[config.mk]
export PLATFORM = sky130hd
export DESIGN_NAME = color_mapper_pipe
export DESIGN_NICKNAME = d
export VERILOG_FILES = /design/src/rtl/color_mapper_pipe.sv
export SDC_FILE = /design/constraint.sdc
export NUM_CORES = 1
export LEC_CHECK = 0
export ABC_AREA = 0
export CORE_MARGIN = 3
export CORE_UTILIZATION = 52
export CTS_BUF_LIST = sky130_fd_sc_hd__clkbuf_2 sky130_fd_sc_hd__clkbuf_4 sky130_fd_sc_hd__clkbuf_8
export DETAILED_ROUTE_END_ITERATION = 10
export DONT_BUFFER_PORTS = 1
export PLACE_DENSITY = 0.67
export SLEW_MARGIN = 20
export SYNTH_ARGS = -nofsm -noshare
export SYNTH_HDL_FRONTEND = slang
export SYNTH_SLANG_ARGS = --single-unit
[constraint.sdc]
create_clock -name Clk -period 5.8 [get_ports Clk]
set_input_delay 1.74 -clock Clk [delete_from_list [all_inputs] [get_ports Clk]]
set_output_delay 1.74 -clock Clk [all_outputs]
set_load 0.005 [all_outputs]
[src/rtl/color_mapper_pipe.sv]
// Two-stage pixel colour mapper: direct or palette colour, global fade, blanking.
// Ports: Clk/Reset_n, pixel in (valid/mode/color/idx/blank/XY), palette write, fade ctrl, VGA out.
module color_mapper_pipe #(
  parameter int CH_W      = 8,
  parameter int IDX_W     = 4,
  parameter int BR_W      = 5,
  parameter int FADE_STEP = 2
) (
  input  logic              Clk,
  input  logic              Reset_n,
  input  logic              pix_valid_in,
  input  logic              mode_in,
  input  logic [3*CH_W-1:0] color_in,
  input  logic [IDX_W-1:0]  pal_idx_in,
  input  logic              blank_n_in,
  input  logic [9:0]        DrawX,
  input  logic [9:0]        DrawY,
  input  logic              pal_we,
  input  logic [IDX_W-1:0]  pal_waddr,
  input  logic [3*CH_W-1:0] pal_wdata,
  input  logic              fade_start,
  input  logic              fade_dir,
  input  logic              frame_tick,
  output logic [CH_W-1:0]   VGA_R,
  output logic [CH_W-1:0]   VGA_G,
  output logic [CH_W-1:0]   VGA_B,
  output logic              pix_valid_out,
  output logic [9:0]        DrawX_o,
  output logic [9:0]        DrawY_o,
  output logic              fade_busy
);

  localparam logic [BR_W:0] FULL =
    (BR_W+1)'(2**BR_W);
  localparam logic [BR_W:0] STEP =
    (BR_W+1)'(FADE_STEP);

  typedef struct packed {
    logic              valid;
    logic              blank_n;
    logic              mode;
    logic [3*CH_W-1:0] color;
    logic [9:0]        x;
    logic [9:0]        y;
  } s1_t;

  typedef enum logic [1:0] {
    IDLE,
    FADE_OUT,
    FADE_IN
  } fade_st_t;

  s1_t               s1_q, s1_d;
  logic [3*CH_W-1:0] pal_mem [2**IDX_W];
  logic [3*CH_W-1:0] pal_rd_q;

  logic [3*CH_W-1:0] src_c;
  logic [3*CH_W-1:0] rgb_d, rgb_q;
  logic              vld_q;
  logic [9:0]        x_q, y_q;

  fade_st_t          st_q;
  logic [BR_W:0]     bright_q;
  logic              busy_q;
  logic [BR_W:0]     br_dn, br_up;
  logic [BR_W+1:0]   br_sum;

  // Stage 1: input capture
  always_comb begin
    s1_d         = '0;
    s1_d.valid   = pix_valid_in;
    s1_d.blank_n = blank_n_in;
    s1_d.mode    = mode_in;
    s1_d.color   = color_in;
    s1_d.x       = DrawX;
    s1_d.y       = DrawY;
  end

  always_ff @(posedge Clk or negedge Reset_n) begin
    if (!Reset_n) s1_q <= '0;
    else          s1_q <= s1_d;
  end

  // Palette: not reset; nonblocking write gives
  // read-before-write on an address collision.
  always_ff @(posedge Clk) begin
    if (pal_we) pal_mem[pal_waddr] <= pal_wdata;
    pal_rd_q <= pal_mem[pal_idx_in];
  end

  // Stage 2: select, scale, mask
  function automatic logic [CH_W-1:0] scale(
    input logic [CH_W-1:0] c,
    input logic [BR_W:0]   b
  );
    logic [CH_W+BR_W:0] p;
    p = {{(BR_W+1){1'b0}}, c} * {{CH_W{1'b0}}, b};
    return CH_W'(p >> BR_W);
  endfunction

  always_comb begin
    src_c = s1_q.mode ? pal_rd_q : s1_q.color;
    rgb_d = '0;
    if (s1_q.valid && s1_q.blank_n) begin
      rgb_d = {scale(src_c[3*CH_W-1 -: CH_W], bright_q),
               scale(src_c[2*CH_W-1 -: CH_W], bright_q),
               scale(src_c[CH_W-1:0], bright_q)};
    end
  end

  always_ff @(posedge Clk or negedge Reset_n) begin
    if (!Reset_n) begin
      rgb_q <= '0;
      vld_q <= 1'b0;
      x_q   <= '0;
      y_q   <= '0;
    end else begin
      rgb_q <= rgb_d;
      vld_q <= s1_q.valid;
      x_q   <= s1_q.x;
      y_q   <= s1_q.y;
    end
  end

  assign VGA_R         = rgb_q[3*CH_W-1 -: CH_W];
  assign VGA_G         = rgb_q[2*CH_W-1 -: CH_W];
  assign VGA_B         = rgb_q[CH_W-1:0];
  assign pix_valid_out = vld_q;
  assign DrawX_o       = x_q;
  assign DrawY_o       = y_q;

  // Saturating brightness steps
  always_comb begin
    br_dn  = (bright_q > STEP) ? bright_q - STEP : '0;
    br_sum = {1'b0, bright_q} + {1'b0, STEP};
    br_up  = (br_sum >= {1'b0, FULL}) ?
             FULL : br_sum[BR_W:0];
  end

  // Fade FSM; start is only honoured in IDLE,
  // so a start+tick in IDLE never steps.
  always_ff @(posedge Clk or negedge Reset_n) begin
    if (!Reset_n) begin
      st_q     <= IDLE;
      bright_q <= FULL;
      busy_q   <= 1'b0;
    end else begin
      unique case (st_q)
        IDLE: begin
          if (fade_start) begin
            st_q   <= fade_dir ? FADE_IN : FADE_OUT;
            busy_q <= 1'b1;
          end
        end
        FADE_OUT: begin
          if (frame_tick) begin
            bright_q <= br_dn;
            if (br_dn == '0) begin
              st_q   <= IDLE;
              busy_q <= 1'b0;
            end
          end
        end
        FADE_IN: begin
          if (frame_tick) begin
            bright_q <= br_up;
            if (br_up == FULL) begin
              st_q   <= IDLE;
              busy_q <= 1'b0;
            end
          end
        end
        default: begin
          st_q   <= IDLE;
          busy_q <= 1'b0;
        end
      endcase
    end
  end

  assign fade_busy = busy_q;

endmodule
==> key figures <==
Run status
  • Status: finished clean

Floorplan
  • Total die area: 0.04579 mm2
  • Initial Util: 0.5315
  • IO Pins: ~130
  • Cell Rows: 75
  • Die H: 214.0 um
  • Chip width: 214.0 um
  • Core ar.: roughly 0.042 mm2

Worst setup path
  • Setup crit end kind: flop
  • Worst path max stage delay: 0.87 ns
  • Slowest-stage cell, CP: dfrtp_2
  • Buffers & Inverters on Critical Path: 1
  • Critical path launch point type: flop
  • Req. time, crit path: 6.36 ns
  • Cell mode on critical path: fa_1
  • CP Cell Sequence: mux2i_1, nand2b_1, fa_1, fa_1, fa_1, inv_1, ha_1, o21ai_0, nand2b_1, o21a_1, o31ai_1, mux2i_1
  • Crit path DAT: between 5 and 6 ns
  • CP Class: flop to flop
  • CP max FO: 31
  • Top cell family by delay on the critical path: adder cells

Logic synthesis
  • Avg Cell Area, Syn: 16.96 um2
  • YS warnings: 0
  • Area fraction of the dominant cell type after synthesis: 0.5126
  • Synth top area cells: edfxtp_1 (51%), mux4_2 (12%), dfrtp_1 (11%)
  • Syn_nets: 1537
  • Post-Syn Area: 0.02250 mm2
  • #FFs+latches synth: a little over 500
  • Synth unique cells: 57
  • Post-synthesis sequential area ratio: 0.6464
  • Synth async-reset ratio: 0.1984
  • Cell taking the most area after synthesis: edfxtp_1
  • Ys flop type: edfxtp_1
  • Number of synthesized flops with an enable pin: 384
  • Cells after Synth: roughly 1300

Placed design
  • GPL Wtd Cong: 0.8148
  • # port buffers: 0
  • Dpl hpwl: 27.59 mm
  • Placed Cells incl. Taps: about 1900

STA
  • Worst-Margin Slew: about 1.1 ns
  • Setup TNS: 0 ns
  • Max Fclk: 206.5 MHz
  • Slew headroom: 0.2523
  • Fin crit share: 0.8348
  • Max Slew Vio Count: 0
  • RSZ-0062 raised after global routing: false
  • Final setup viols: 0
  • Setup Skew: 0.02846 ns
  • Min Tclk post-route: 4.842 ns
  • Final hold violation count: 0

Power
  • PD cells: 419.9 mW/mm2
  • Switching power total: around 3300 uW
  • Power share of the clock group: 0.295
  • Total power: 10440 uW
  • Gate power share: 0.294
  • Max IR drop VDD: ~0.29 mV
  • P_leak: 0.009214 uW
  • Internal power: about 7100 uW
  • Net Sw Frac: 0.3177
  • Seq pwr share: 0.412

Final layout
  • Share of cells above drive strength 1: 0.2041
  • Layout Cells excl Fill: 2008
  • Antenna Cells: 0
  • Area grow syn2layout: 10.51%
  • Commonest non-fill, non-tap cell in the layout: edfxtp_1
  • Most frequent cells in the layout: edfxtp_1 (384), mux4_2 (120), inv_1 (117)
  • Final net count: 1580
  • Finished Core Util: 0.5874

Clocking
  • Post-CTS Setup Bufs: 0
  • H-tree levels: 3
  • CTS tree: yes
  • Cts repair resizes: 0
  • Worst-path clk slew: 0.06 ns
  • CTS sink cnt: between 500 and 600
  • Clock Path Buffers: 3
  • Worst-Skew Late Latency: 0.66 ns
  • # hold bufs at CTS: 0
  • Clk root buf: clkbuf_8
  • TritonCTS Buffers: 83

GRT
  • Vias in the first global route: 12062
  • Aggregate global routing overflow: 0
  • Gr usage total: 0.2118
  • Pin count of the biggest net entering global routing: 102
  • First-pass GRT wire length: 72.68 mm
  • Initial antenna violation count: 2

Routing
  • 1st-iter DRT viols: 984
  • Top layer in use: met4
  • Met2 Wirelength: 23.80 mm
  • Routed vias/inst: 5.599
  • DRT met1 WL: 19.01 mm
  • Via count: approximately 11000
  • Met3 wire length: 2.998 mm
  • Routed Antenna Nets: 0
  • DRT Wirelength: 46.91 mm
  • DRC: 0
  • Pre-antenna DRT Iters: 5
  • Post-DR wirelength/cell: 23.36 um

Hold path
  • Hold Path Class: flop to flop

Run
  • Number of max-cap violations: 0
[area by class of cell]
| cell class | instances | area (um2) |
|---|---|---|
| Inverter | 118 | 442.9 |
| Sequential cell | 509 | 14540 |
| Clock buffer | 117 | 1473 |
| Fill cell | 3147 | 17460 |
| Tap cell | 577 | 721.9 |
| Clock inverter | 30 | 201.4 |
| Multi-Input combinational cell | 649 | 7353 |
| Timing Repair Buffer | 8 | 125.1 |
[power groups by stage]
stage          clock network [uW]  logic, uW  registers, uW
6_report                     3080       3070           4300
5_1_grt                      3330       3570           4320
4_1_cts                      3160       3090           4300
3_3_place_gp                    0       3000           4360
2_1_floorplan                   0       2520           4240
3_5_place_dp                    0       3060           4370
[metrics by stage]
step	setup slack [ns]	area, um2	hold WS [ns]
global route	0.7033	24860	0.3529
global placement	1.127	23130	0.3318
CTS	0.8991	24800	0.3488
finish	0.9584	24860	0.3476
floorplan	1.443	22500	0.3312
detailed placement	0.9576	23130	0.3356
[cell usage after synthesis, types with 3 or more instances]
master	number
dfrtp_1	100
nand2_1	22
a21oi_1	17
o21a_1	10
and3_1	4
or3_1	3
nand3_1	14
nor3_1	27
and2_1	4
a21boi_0	4
inv_1	117
nand4_1	4
fa_1	69
buf_2	14
a211o_1	4
o21ai_0	10
or2_2	3
nand2b_1	36
nor2_1	87
o211ai_1	4
o31ai_1	5
nor3b_1	5
o21ai_1	4
a21o_1	13
a211oi_1	7
nor2b_1	47
mux4_2	120
xnor2_1	9
dfxtp_1	24
nand3b_1	5
edfxtp_1	384
xor2_1	3
clkbuf_1	27
mux2i_1	29
buf_8	4
ha_1	57
[worst paths after layout]
| path | start | endpoint | slack, ns | cells past startpoint |
|---|---|---|---|---|
| max | s1_q[44]$_DFF_PN0_ | rgb_q[5]$_DFF_PN0_ | 0.96 | 12 |
| min | s1_q[4]$_DFF_PN0_ | DrawY_o[4]$_DFF_PN0_ | 0.35 | 0 |
| max reg2reg | s1_q[44]$_DFF_PN0_ | rgb_q[5]$_DFF_PN0_ | 0.96 | 12 |
| min reg2reg | s1_q[4]$_DFF_PN0_ | DrawY_o[4]$_DFF_PN0_ | 0.35 | 0 |
| max in group asynchronous | Reset_n | bright_q[5]$_DFFE_PN1P_ | 4.82 | 0 |
| min in group asynchronous | Reset_n | s1_q[22]$_DFF_PN0_ | 0.78 | 0 |
[cell families after synthesis]
| family | count (synthesis) | share of synthesized area |
|---|---|---|
| AO/OA/AOI/OAI | 95 | 0.03020 |
| XOR/XNOR | 12 | 0.004673 |
| adder cells (fa/ha/maj) | 126 | 0.09311 |
| buffers and inverters | 168 | 0.03165 |
| flip-flops | 509 | 0.6464 |
| multiplexers | 151 | 0.1340 |
| AND/OR/NAND/NOR | 265 | 0.05996 |
[metal layers]
| layer | GRT usage | vias up |
|---|---|---|
| met4 | 0.06720 | 0 |
| met3 | 0.05433 | 93 |
| met1 | 0.2775 | 5793 |
| li1 | - | 5024 |
| met5 | 0 | - |
| met2 | 0.3518 | 332 |
[flip-flops by register name (all words and copies together), names as in the netlist]
name and count:
st_q 2, pal_mem 384, DrawX_o 10, fade_busy 1, bright_q 6, pal_rd_q 24, rgb_q 24, s1_q 47
pix_valid_out 1, DrawY_o 10
Power figures use the tool's default switching activity.
